==> src/rtl/aes_pkg.sv <==
// Shared AES definitions: state geometry, the round-stage FSM type and the
// forward/inverse S-box tables used by both the encrypt and decrypt datapaths.
package aes_pkg;

  localparam int AES_STATE_W = 128;
  localparam int AES_BYTE_W  = 8;
  localparam int AES_NCOL    = 4;

  typedef enum logic {
    IDLE = 1'b0,
    RUN  = 1'b1
  } fsm_state_t;

  // FIPS-197 forward S-box, indexed by the input byte
  localparam logic [7:0] SBOX [0:255] = '{
    8'h63, 8'h7c, 8'h77, 8'h7b, 8'hf2, 8'h6b, 8'h6f, 8'hc5, 8'h30, 8'h01, 8'h67, 8'h2b, 8'hfe, 8'hd7, 8'hab, 8'h76,
    8'hca, 8'h82, 8'hc9, 8'h7d, 8'hfa, 8'h59, 8'h47, 8'hf0, 8'had, 8'hd4, 8'ha2, 8'haf, 8'h9c, 8'ha4, 8'h72, 8'hc0,
    8'hb7, 8'hfd, 8'h93, 8'h26, 8'h36, 8'h3f, 8'hf7, 8'hcc, 8'h34, 8'ha5, 8'he5, 8'hf1, 8'h71, 8'hd8, 8'h31, 8'h15,
    8'h04, 8'hc7, 8'h23, 8'hc3, 8'h18, 8'h96, 8'h05, 8'h9a, 8'h07, 8'h12, 8'h80, 8'he2, 8'heb, 8'h27, 8'hb2, 8'h75,
    8'h09, 8'h83, 8'h2c, 8'h1a, 8'h1b, 8'h6e, 8'h5a, 8'ha0, 8'h52, 8'h3b, 8'hd6, 8'hb3, 8'h29, 8'he3, 8'h2f, 8'h84,
    8'h53, 8'hd1, 8'h00, 8'hed, 8'h20, 8'hfc, 8'hb1, 8'h5b, 8'h6a, 8'hcb, 8'hbe, 8'h39, 8'h4a, 8'h4c, 8'h58, 8'hcf,
    8'hd0, 8'hef, 8'haa, 8'hfb, 8'h43, 8'h4d, 8'h33, 8'h85, 8'h45, 8'hf9, 8'h02, 8'h7f, 8'h50, 8'h3c, 8'h9f, 8'ha8,
    8'h51, 8'ha3, 8'h40, 8'h8f, 8'h92, 8'h9d, 8'h38, 8'hf5, 8'hbc, 8'hb6, 8'hda, 8'h21, 8'h10, 8'hff, 8'hf3, 8'hd2,
    8'hcd, 8'h0c, 8'h13, 8'hec, 8'h5f, 8'h97, 8'h44, 8'h17, 8'hc4, 8'ha7, 8'h7e, 8'h3d, 8'h64, 8'h5d, 8'h19, 8'h73,
    8'h60, 8'h81, 8'h4f, 8'hdc, 8'h22, 8'h2a, 8'h90, 8'h88, 8'h46, 8'hee, 8'hb8, 8'h14, 8'hde, 8'h5e, 8'h0b, 8'hdb,
    8'he0, 8'h32, 8'h3a, 8'h0a, 8'h49, 8'h06, 8'h24, 8'h5c, 8'hc2, 8'hd3, 8'hac, 8'h62, 8'h91, 8'h95, 8'he4, 8'h79,
    8'he7, 8'hc8, 8'h37, 8'h6d, 8'h8d, 8'hd5, 8'h4e, 8'ha9, 8'h6c, 8'h56, 8'hf4, 8'hea, 8'h65, 8'h7a, 8'hae, 8'h08,
    8'hba, 8'h78, 8'h25, 8'h2e, 8'h1c, 8'ha6, 8'hb4, 8'hc6, 8'he8, 8'hdd, 8'h74, 8'h1f, 8'h4b, 8'hbd, 8'h8b, 8'h8a,
    8'h70, 8'h3e, 8'hb5, 8'h66, 8'h48, 8'h03, 8'hf6, 8'h0e, 8'h61, 8'h35, 8'h57, 8'hb9, 8'h86, 8'hc1, 8'h1d, 8'h9e,
    8'he1, 8'hf8, 8'h98, 8'h11, 8'h69, 8'hd9, 8'h8e, 8'h94, 8'h9b, 8'h1e, 8'h87, 8'he9, 8'hce, 8'h55, 8'h28, 8'hdf,
    8'h8c, 8'ha1, 8'h89, 8'h0d, 8'hbf, 8'he6, 8'h42, 8'h68, 8'h41, 8'h99, 8'h2d, 8'h0f, 8'hb0, 8'h54, 8'hbb, 8'h16
  };

  // FIPS-197 inverse S-box, indexed by the input byte
  localparam logic [7:0] INV_SBOX [0:255] = '{
    8'h52, 8'h09, 8'h6a, 8'hd5, 8'h30, 8'h36, 8'ha5, 8'h38, 8'hbf, 8'h40, 8'ha3, 8'h9e, 8'h81, 8'hf3, 8'hd7, 8'hfb,
    8'h7c, 8'he3, 8'h39, 8'h82, 8'h9b, 8'h2f, 8'hff, 8'h87, 8'h34, 8'h8e, 8'h43, 8'h44, 8'hc4, 8'hde, 8'he9, 8'hcb,
    8'h54, 8'h7b, 8'h94, 8'h32, 8'ha6, 8'hc2, 8'h23, 8'h3d, 8'hee, 8'h4c, 8'h95, 8'h0b, 8'h42, 8'hfa, 8'hc3, 8'h4e,
    8'h08, 8'h2e, 8'ha1, 8'h66, 8'h28, 8'hd9, 8'h24, 8'hb2, 8'h76, 8'h5b, 8'ha2, 8'h49, 8'h6d, 8'h8b, 8'hd1, 8'h25,
    8'h72, 8'hf8, 8'hf6, 8'h64, 8'h86, 8'h68, 8'h98, 8'h16, 8'hd4, 8'ha4, 8'h5c, 8'hcc, 8'h5d, 8'h65, 8'hb6, 8'h92,
    8'h6c, 8'h70, 8'h48, 8'h50, 8'hfd, 8'hed, 8'hb9, 8'hda, 8'h5e, 8'h15, 8'h46, 8'h57, 8'ha7, 8'h8d, 8'h9d, 8'h84,
    8'h90, 8'hd8, 8'hab, 8'h00, 8'h8c, 8'hbc, 8'hd3, 8'h0a, 8'hf7, 8'he4, 8'h58, 8'h05, 8'hb8, 8'hb3, 8'h45, 8'h06,
    8'hd0, 8'h2c, 8'h1e, 8'h8f, 8'hca, 8'h3f, 8'h0f, 8'h02, 8'hc1, 8'haf, 8'hbd, 8'h03, 8'h01, 8'h13, 8'h8a, 8'h6b,
    8'h3a, 8'h91, 8'h11, 8'h41, 8'h4f, 8'h67, 8'hdc, 8'hea, 8'h97, 8'hf2, 8'hcf, 8'hce, 8'hf0, 8'hb4, 8'he6, 8'h73,
    8'h96, 8'hac, 8'h74, 8'h22, 8'he7, 8'had, 8'h35, 8'h85, 8'he2, 8'hf9, 8'h37, 8'he8, 8'h1c, 8'h75, 8'hdf, 8'h6e,
    8'h47, 8'hf1, 8'h1a, 8'h71, 8'h1d, 8'h29, 8'hc5, 8'h89, 8'h6f, 8'hb7, 8'h62, 8'h0e, 8'haa, 8'h18, 8'hbe, 8'h1b,
    8'hfc, 8'h56, 8'h3e, 8'h4b, 8'hc6, 8'hd2, 8'h79, 8'h20, 8'h9a, 8'hdb, 8'hc0, 8'hfe, 8'h78, 8'hcd, 8'h5a, 8'hf4,
    8'h1f, 8'hdd, 8'ha8, 8'h33, 8'h88, 8'h07, 8'hc7, 8'h31, 8'hb1, 8'h12, 8'h10, 8'h59, 8'h27, 8'h80, 8'hec, 8'h5f,
    8'h60, 8'h51, 8'h7f, 8'ha9, 8'h19, 8'hb5, 8'h4a, 8'h0d, 8'h2d, 8'he5, 8'h7a, 8'h9f, 8'h93, 8'hc9, 8'h9c, 8'hef,
    8'ha0, 8'he0, 8'h3b, 8'h4d, 8'hae, 8'h2a, 8'hf5, 8'hb0, 8'hc8, 8'heb, 8'hbb, 8'h3c, 8'h83, 8'h53, 8'h99, 8'h61,
    8'h17, 8'h2b, 8'h04, 8'h7e, 8'hba, 8'h77, 8'hd6, 8'h26, 8'he1, 8'h69, 8'h14, 8'h63, 8'h55, 8'h21, 8'h0c, 8'h7d
  };

endpackage

==> src/rtl/mod_inv_sbox.sv <==
// Single-byte inverse S-box lookup; purely combinational.
module mod_inv_sbox
  import aes_pkg::*;
(
  input  logic [AES_BYTE_W-1:0] data_in,
  output logic [AES_BYTE_W-1:0] data_out
);

  assign data_out = INV_SBOX[data_in];

endmodule

==> src/rtl/mod_invsubs.sv <==
// Column-serial InvSubBytes: one 32-bit column per cycle through four
// inverse S-box lookups, full 128-bit result published after column 3.
module mod_invsubs
  import aes_pkg::*;
(
  input  logic                   clk,
  input  logic                   rst_n,
  input  logic                   load,
  input  logic [AES_STATE_W-1:0] state_in,
  output logic                   busy,
  output logic                   done,
  output logic [AES_STATE_W-1:0] state_out
);

  localparam int COL_W = AES_BYTE_W * 4;

  fsm_state_t             state, state_nxt;
  logic [1:0]             col, col_nxt;
  logic [AES_STATE_W-1:0] work, work_nxt;
  logic [AES_STATE_W-1:0] out_nxt;
  logic                   done_nxt;
  logic [COL_W-1:0]       col_word, col_res;

  always_comb begin
    col_word = '0;
    for (int c = 0; c < AES_NCOL; c++) begin
      if (col == 2'(c)) col_word = work[AES_STATE_W-1-COL_W*c -: COL_W];
    end
  end

  // One lookup per row of the active column; row 0 is the column's top byte
  for (genvar r = 0; r < 4; r++) begin : g_row
    mod_inv_sbox u_inv_sbox (
      .data_in  (col_word[COL_W-1-AES_BYTE_W*r -: AES_BYTE_W]),
      .data_out (col_res[COL_W-1-AES_BYTE_W*r -: AES_BYTE_W])
    );
  end

  always_comb begin
    state_nxt = state;
    col_nxt   = col;
    work_nxt  = work;
    out_nxt   = state_out;
    done_nxt  = 1'b0;
    case (state)
      IDLE: begin
        if (load) begin
          work_nxt  = state_in;
          col_nxt   = 2'd0;
          state_nxt = RUN;
        end
      end
      RUN: begin
        for (int c = 0; c < AES_NCOL; c++) begin
          if (col == 2'(c)) work_nxt[AES_STATE_W-1-COL_W*c -: COL_W] = col_res;
        end
        // Last column: publish including the column just transformed
        if (col == 2'd3) begin
          out_nxt   = work_nxt;
          done_nxt  = 1'b1;
          col_nxt   = 2'd0;
          state_nxt = IDLE;
        end else begin
          col_nxt = col + 2'd1;
        end
      end
      default: state_nxt = IDLE;
    endcase
  end

  always_ff @(posedge clk or negedge rst_n) begin
    if (!rst_n) begin
      state     <= IDLE;
      col       <= 2'd0;
      work      <= '0;
      state_out <= '0;
      done      <= 1'b0;
    end else begin
      state     <= state_nxt;
      col       <= col_nxt;
      work      <= work_nxt;
      state_out <= out_nxt;
      done      <= done_nxt;
    end
  end

  assign busy = (state == RUN);

endmodule

==> config.mk <==
export PLATFORM = sky130hd
export DESIGN_NAME = mod_invsubs
export DESIGN_NICKNAME = d
export VERILOG_FILES = /design/src/rtl/aes_pkg.sv /design/src/rtl/mod_inv_sbox.sv /design/src/rtl/mod_invsubs.sv
export SDC_FILE = /design/constraint.sdc
export NUM_CORES = 1
export LEC_CHECK = 0
export ABC_AREA = 1
export CORE_ASPECT_RATIO = 1.25
export CORE_MARGIN = 1.5
export CORE_UTILIZATION = 35
export CTS_CLUSTER_SIZE = 16
export DETAILED_ROUTE_END_ITERATION = 10
export DONT_BUFFER_PORTS = 1
export PLACE_DENSITY = 0.51
export SYNTH_ARGS = -nofsm -noshare
export SYNTH_HDL_FRONTEND = slang
export SYNTH_SLANG_ARGS = --single-unit
==> constraint.sdc <==
create_clock -name clk -period 4 [get_ports clk]
set_input_delay 0.6 -clock clk [delete_from_list [all_inputs] [get_ports clk]]
set_output_delay 0.6 -clock clk [all_outputs]
set_load 0.1 [all_outputs]
==> parameters.txt <==
Parameter                              Value

Layout
  Area added between synthesis and finish    12.37%
  Most common library cell in the layout ignoring fill and taps    sky130_fd_sc_hd__nand3_1
  Ratio of cells with drive above 1 in the final layout    9.717%
  Leading cell types in the layout, fill and taps excluded    sky130_fd_sc_hd__nand3_1, sky130_fd_sc_hd__nand2_1, sky130_fd_sc_hd__inv_1
  Total Nets Final    4531

Logic synthesis
  Ys Warns    0
  Count of distinct cell types in the synthesized netlist    35
  Synthesized Nets    4539
  Sequential share of the synthesized area    25.28%
  Prevailing post-synth register cell    sky130_fd_sc_hd__dfrtp_1
  Average size of a mapped cell    5.946 um2
  Post-synthesis sequential element count    260
  Area of the mapped netlist    25730 um2
  Fraction of synthesis flops using an asynchronous set or reset pin    100.0%
  Number of flops mapped to enable cells by yosys    0
  Cells after Synth    4328

GRT
  Antenna violations before repair    9
  Overflow after GRT    0
  Wire length of the first global-routing pass    211500 um
  Overall track demand over capacity in global routing    37.43%
  Vias in the first global route    30960
  Largest net degree at the start of global routing    261

Detailed routing
  Met3 Wirelength    11070 um
  Avg WL per Cell    27.19 um
  Avg Vias per Cell    6.026
  Top routing layer in use    met4
  DRC violations left    0
  Number of nets still failing antenna checks after routing    0
  Routed WL    144400 um
  Detailed Routing Iterations Pass 1    9
  Routed vias    32010
  Routed length on met1    57090 um
  Routed met2 length    67000 um
  First-iteration detailed-routing DRC count    4298

Die
  Vertical die dimension    306.2 um
  Width of the die    245.5 um
  Area enclosed by the die boundary    75170 um2
  Number of placed I/O pins    261
  Effective utilization at floorplan    35.23%
  Core area    73050 um2
  Standard-cell row count    111

Timing
  Clock period minus final worst setup slack    3.866 ns
  RSZ-0062 raised after global routing    false
  Slack of the critical path    0.1338 ns
  Worst slew margin relative to its limit    19.25%
  Fin Hold WS    -0.2515 ns
  Total negative setup slack    0 ns
  Highest attainable clock frequency    258.7 MHz
  Setup-failing EPs final    0
  Transition time of the tightest slew-check pin    1.211 ns
  Period utilization    96.65%
  Slew Limit Fails    0
  Hold Fails Final Rpt    260
  Layout Skew    0.03147 ns

Hold path
  Worst hold path class    input pin to async pin

Clocking
  Maximum level of the CTS H-tree    2
  Largest buffer count on any clock path    3
  TritonCTS clock tree    built
  Later-pin clock latency in the skew report    0.56 ns
  Clock root buffer master    sky130_fd_sc_hd__clkbuf_16
  Clock transition at path regs    0.06 ns
  Clock net sink count    260
  Number of CTS-inserted buffers    34

Placement
  GPL Wtd Cong    1.057
  HPWL after detailed placement    106900 um
  Worst slack after detailed placement    0.1216 ns
  Port Buffer Count    0

Critical path
  CP max stage cell    sky130_fd_sc_hd__ha_4
  Cell seen most often among critical-path stages    sky130_fd_sc_hd__nand2_1
  Worst setup EP type    register
  Arrival time at the worst endpoint    4.33 ns
  Critical path data required time    4.46 ns
  Start-to-end type of the worst setup path    register to register
  Sequence of cells on the critical path    ha_4 > buf_4 > nand2_1 > nand2_8 > ha_1 > inv_1 > buf_4 > nand2_1 > nand2_1 > nand3_1 > nand3_1 > nand3_1 > nand3_1 > buf_4 > nand2_1 > nand2_1 > a21oi_1
  R2R Path Start    col[0]$_DFFE_PN0P_
  Maximum single-stage delay on the critical path    0.54 ns
  Element type at the critical path start    register
  CP startpoint    col[0]$_DFFE_PN0P_
  Largest fanout of any net on the critical path    29

Status
  Violations in the final reports    hold timing
  Run status    complete, but fails checks

Run
  Max-Cap Viols    0
-- state kept, by name, indices dropped and copies added (netlist names) --
register	count
col	2
done	1
busy	1
state_out	128
work	128
-- cells in the mapped netlist, drive strengths merged (9+ instances only) --
cell type / count / area share, %
nor2: 150 / 2.3
nand3: 1442 / 28
a21oi: 175 / 3.4
ha: 80 / 3.9
nand2: 1353 / 21
o211ai: 13 / 0.40
buf: 173 / 3.9
clkbuf: 121 / 1.8
nand4: 9 / 0.22
dfrtp: 260 / 25
o21ai: 155 / 3.0
inv: 335 / 4.9
a221oi: 30 / 1.0
a22oi: 9 / 0.47
-- layer usage --
metal | up-vias | global-route usage, %
met3 | 472 | 5.655
met1 | 15270 | 46.99
met2 | 1789 | 60.91
li1 | 14480 | -
met4 | 0 | 21.24
met5 | - | 0
-- final cells by class --
type	count	area, um2
Fill cell	8241	44130
Clock inverter	15	201.4
Antenna cell	8	20.02
Tap cell	960	1201
Sequential cell	260	6510
Timing Repair Buffer	250	2177
Clock buffer	44	949.7
Inverter	337	1277
Multi-Input combinational cell	3437	16580
-- path summary, 6_finish.rpt --
| kind | end | slack (ns) | depth (start not counted) |
|---|---|---|---|
| worst min-delay path | state_out[27]$_DFFE_PN0P_ | -0.25 | 0 |
| min in group clk | work[19]$_DFFE_PN0P_ | 0.27 | 2 |
| worst min register to register | work[9]$_DFFE_PN0P_ | 0.56 | 2 |
| worst max register to register | work[16]$_DFFE_PN0P_ | 0.13 | 17 |
| max in group asynchronous | work[44]$_DFFE_PN0P_ | 3.72 | 0 |
| worst max-delay path | work[16]$_DFFE_PN0P_ | 0.13 | 17 |
-- worst max-delay path, delay by kind of cell (launching register included) --
| family | cells | cell delay, ns |
|---|---|---|
| AND/OR/NAND/NOR | 10 | 1.37 |
| adder cells (fa/ha/maj) | 2 | 0.86 |
| buffers and inverters | 4 | 0.89 |
| AO/OA/AOI/OAI | 1 | 0.14 |
| flip-flops | 1 | 0.49 |
-- kinds of logic after synthesis --
logic type | Yosys count | share of synthesized area (%)
adders and majority gates | 80 | 3.890
DFF | 260 | 25.28
and+or+nand+nor | 2962 | 51.39
AOI/OAI and AO/OA | 395 | 8.825
buffers and inverters | 631 | 10.61
-- repair_timing --
item                                   in CTS  in global routing
endpoints found under the hold margin     260                260
setup endpoints to repair                   0                111
gates resized for setup                     0                  7
setup buffers                               0                  3
-- per-stage QoR --
step	hold slack, ns	cells	instance area [um2]	util (%)
after CTS	-0.2776	5300	28840	39.48
after detailed placement	0.3155	5241	27690	37.90
final	-0.2515	5311	28920	39.58
after global routing	-0.2588	5311	28920	39.58
after floorplan	0.3044	4328	25730	-
after global placement	0.3119	5241	27690	37.90
Power is left out: the tool's default activity adds up to more than one toggle a clock period on the data nets, which glitch-free logic cannot reach.
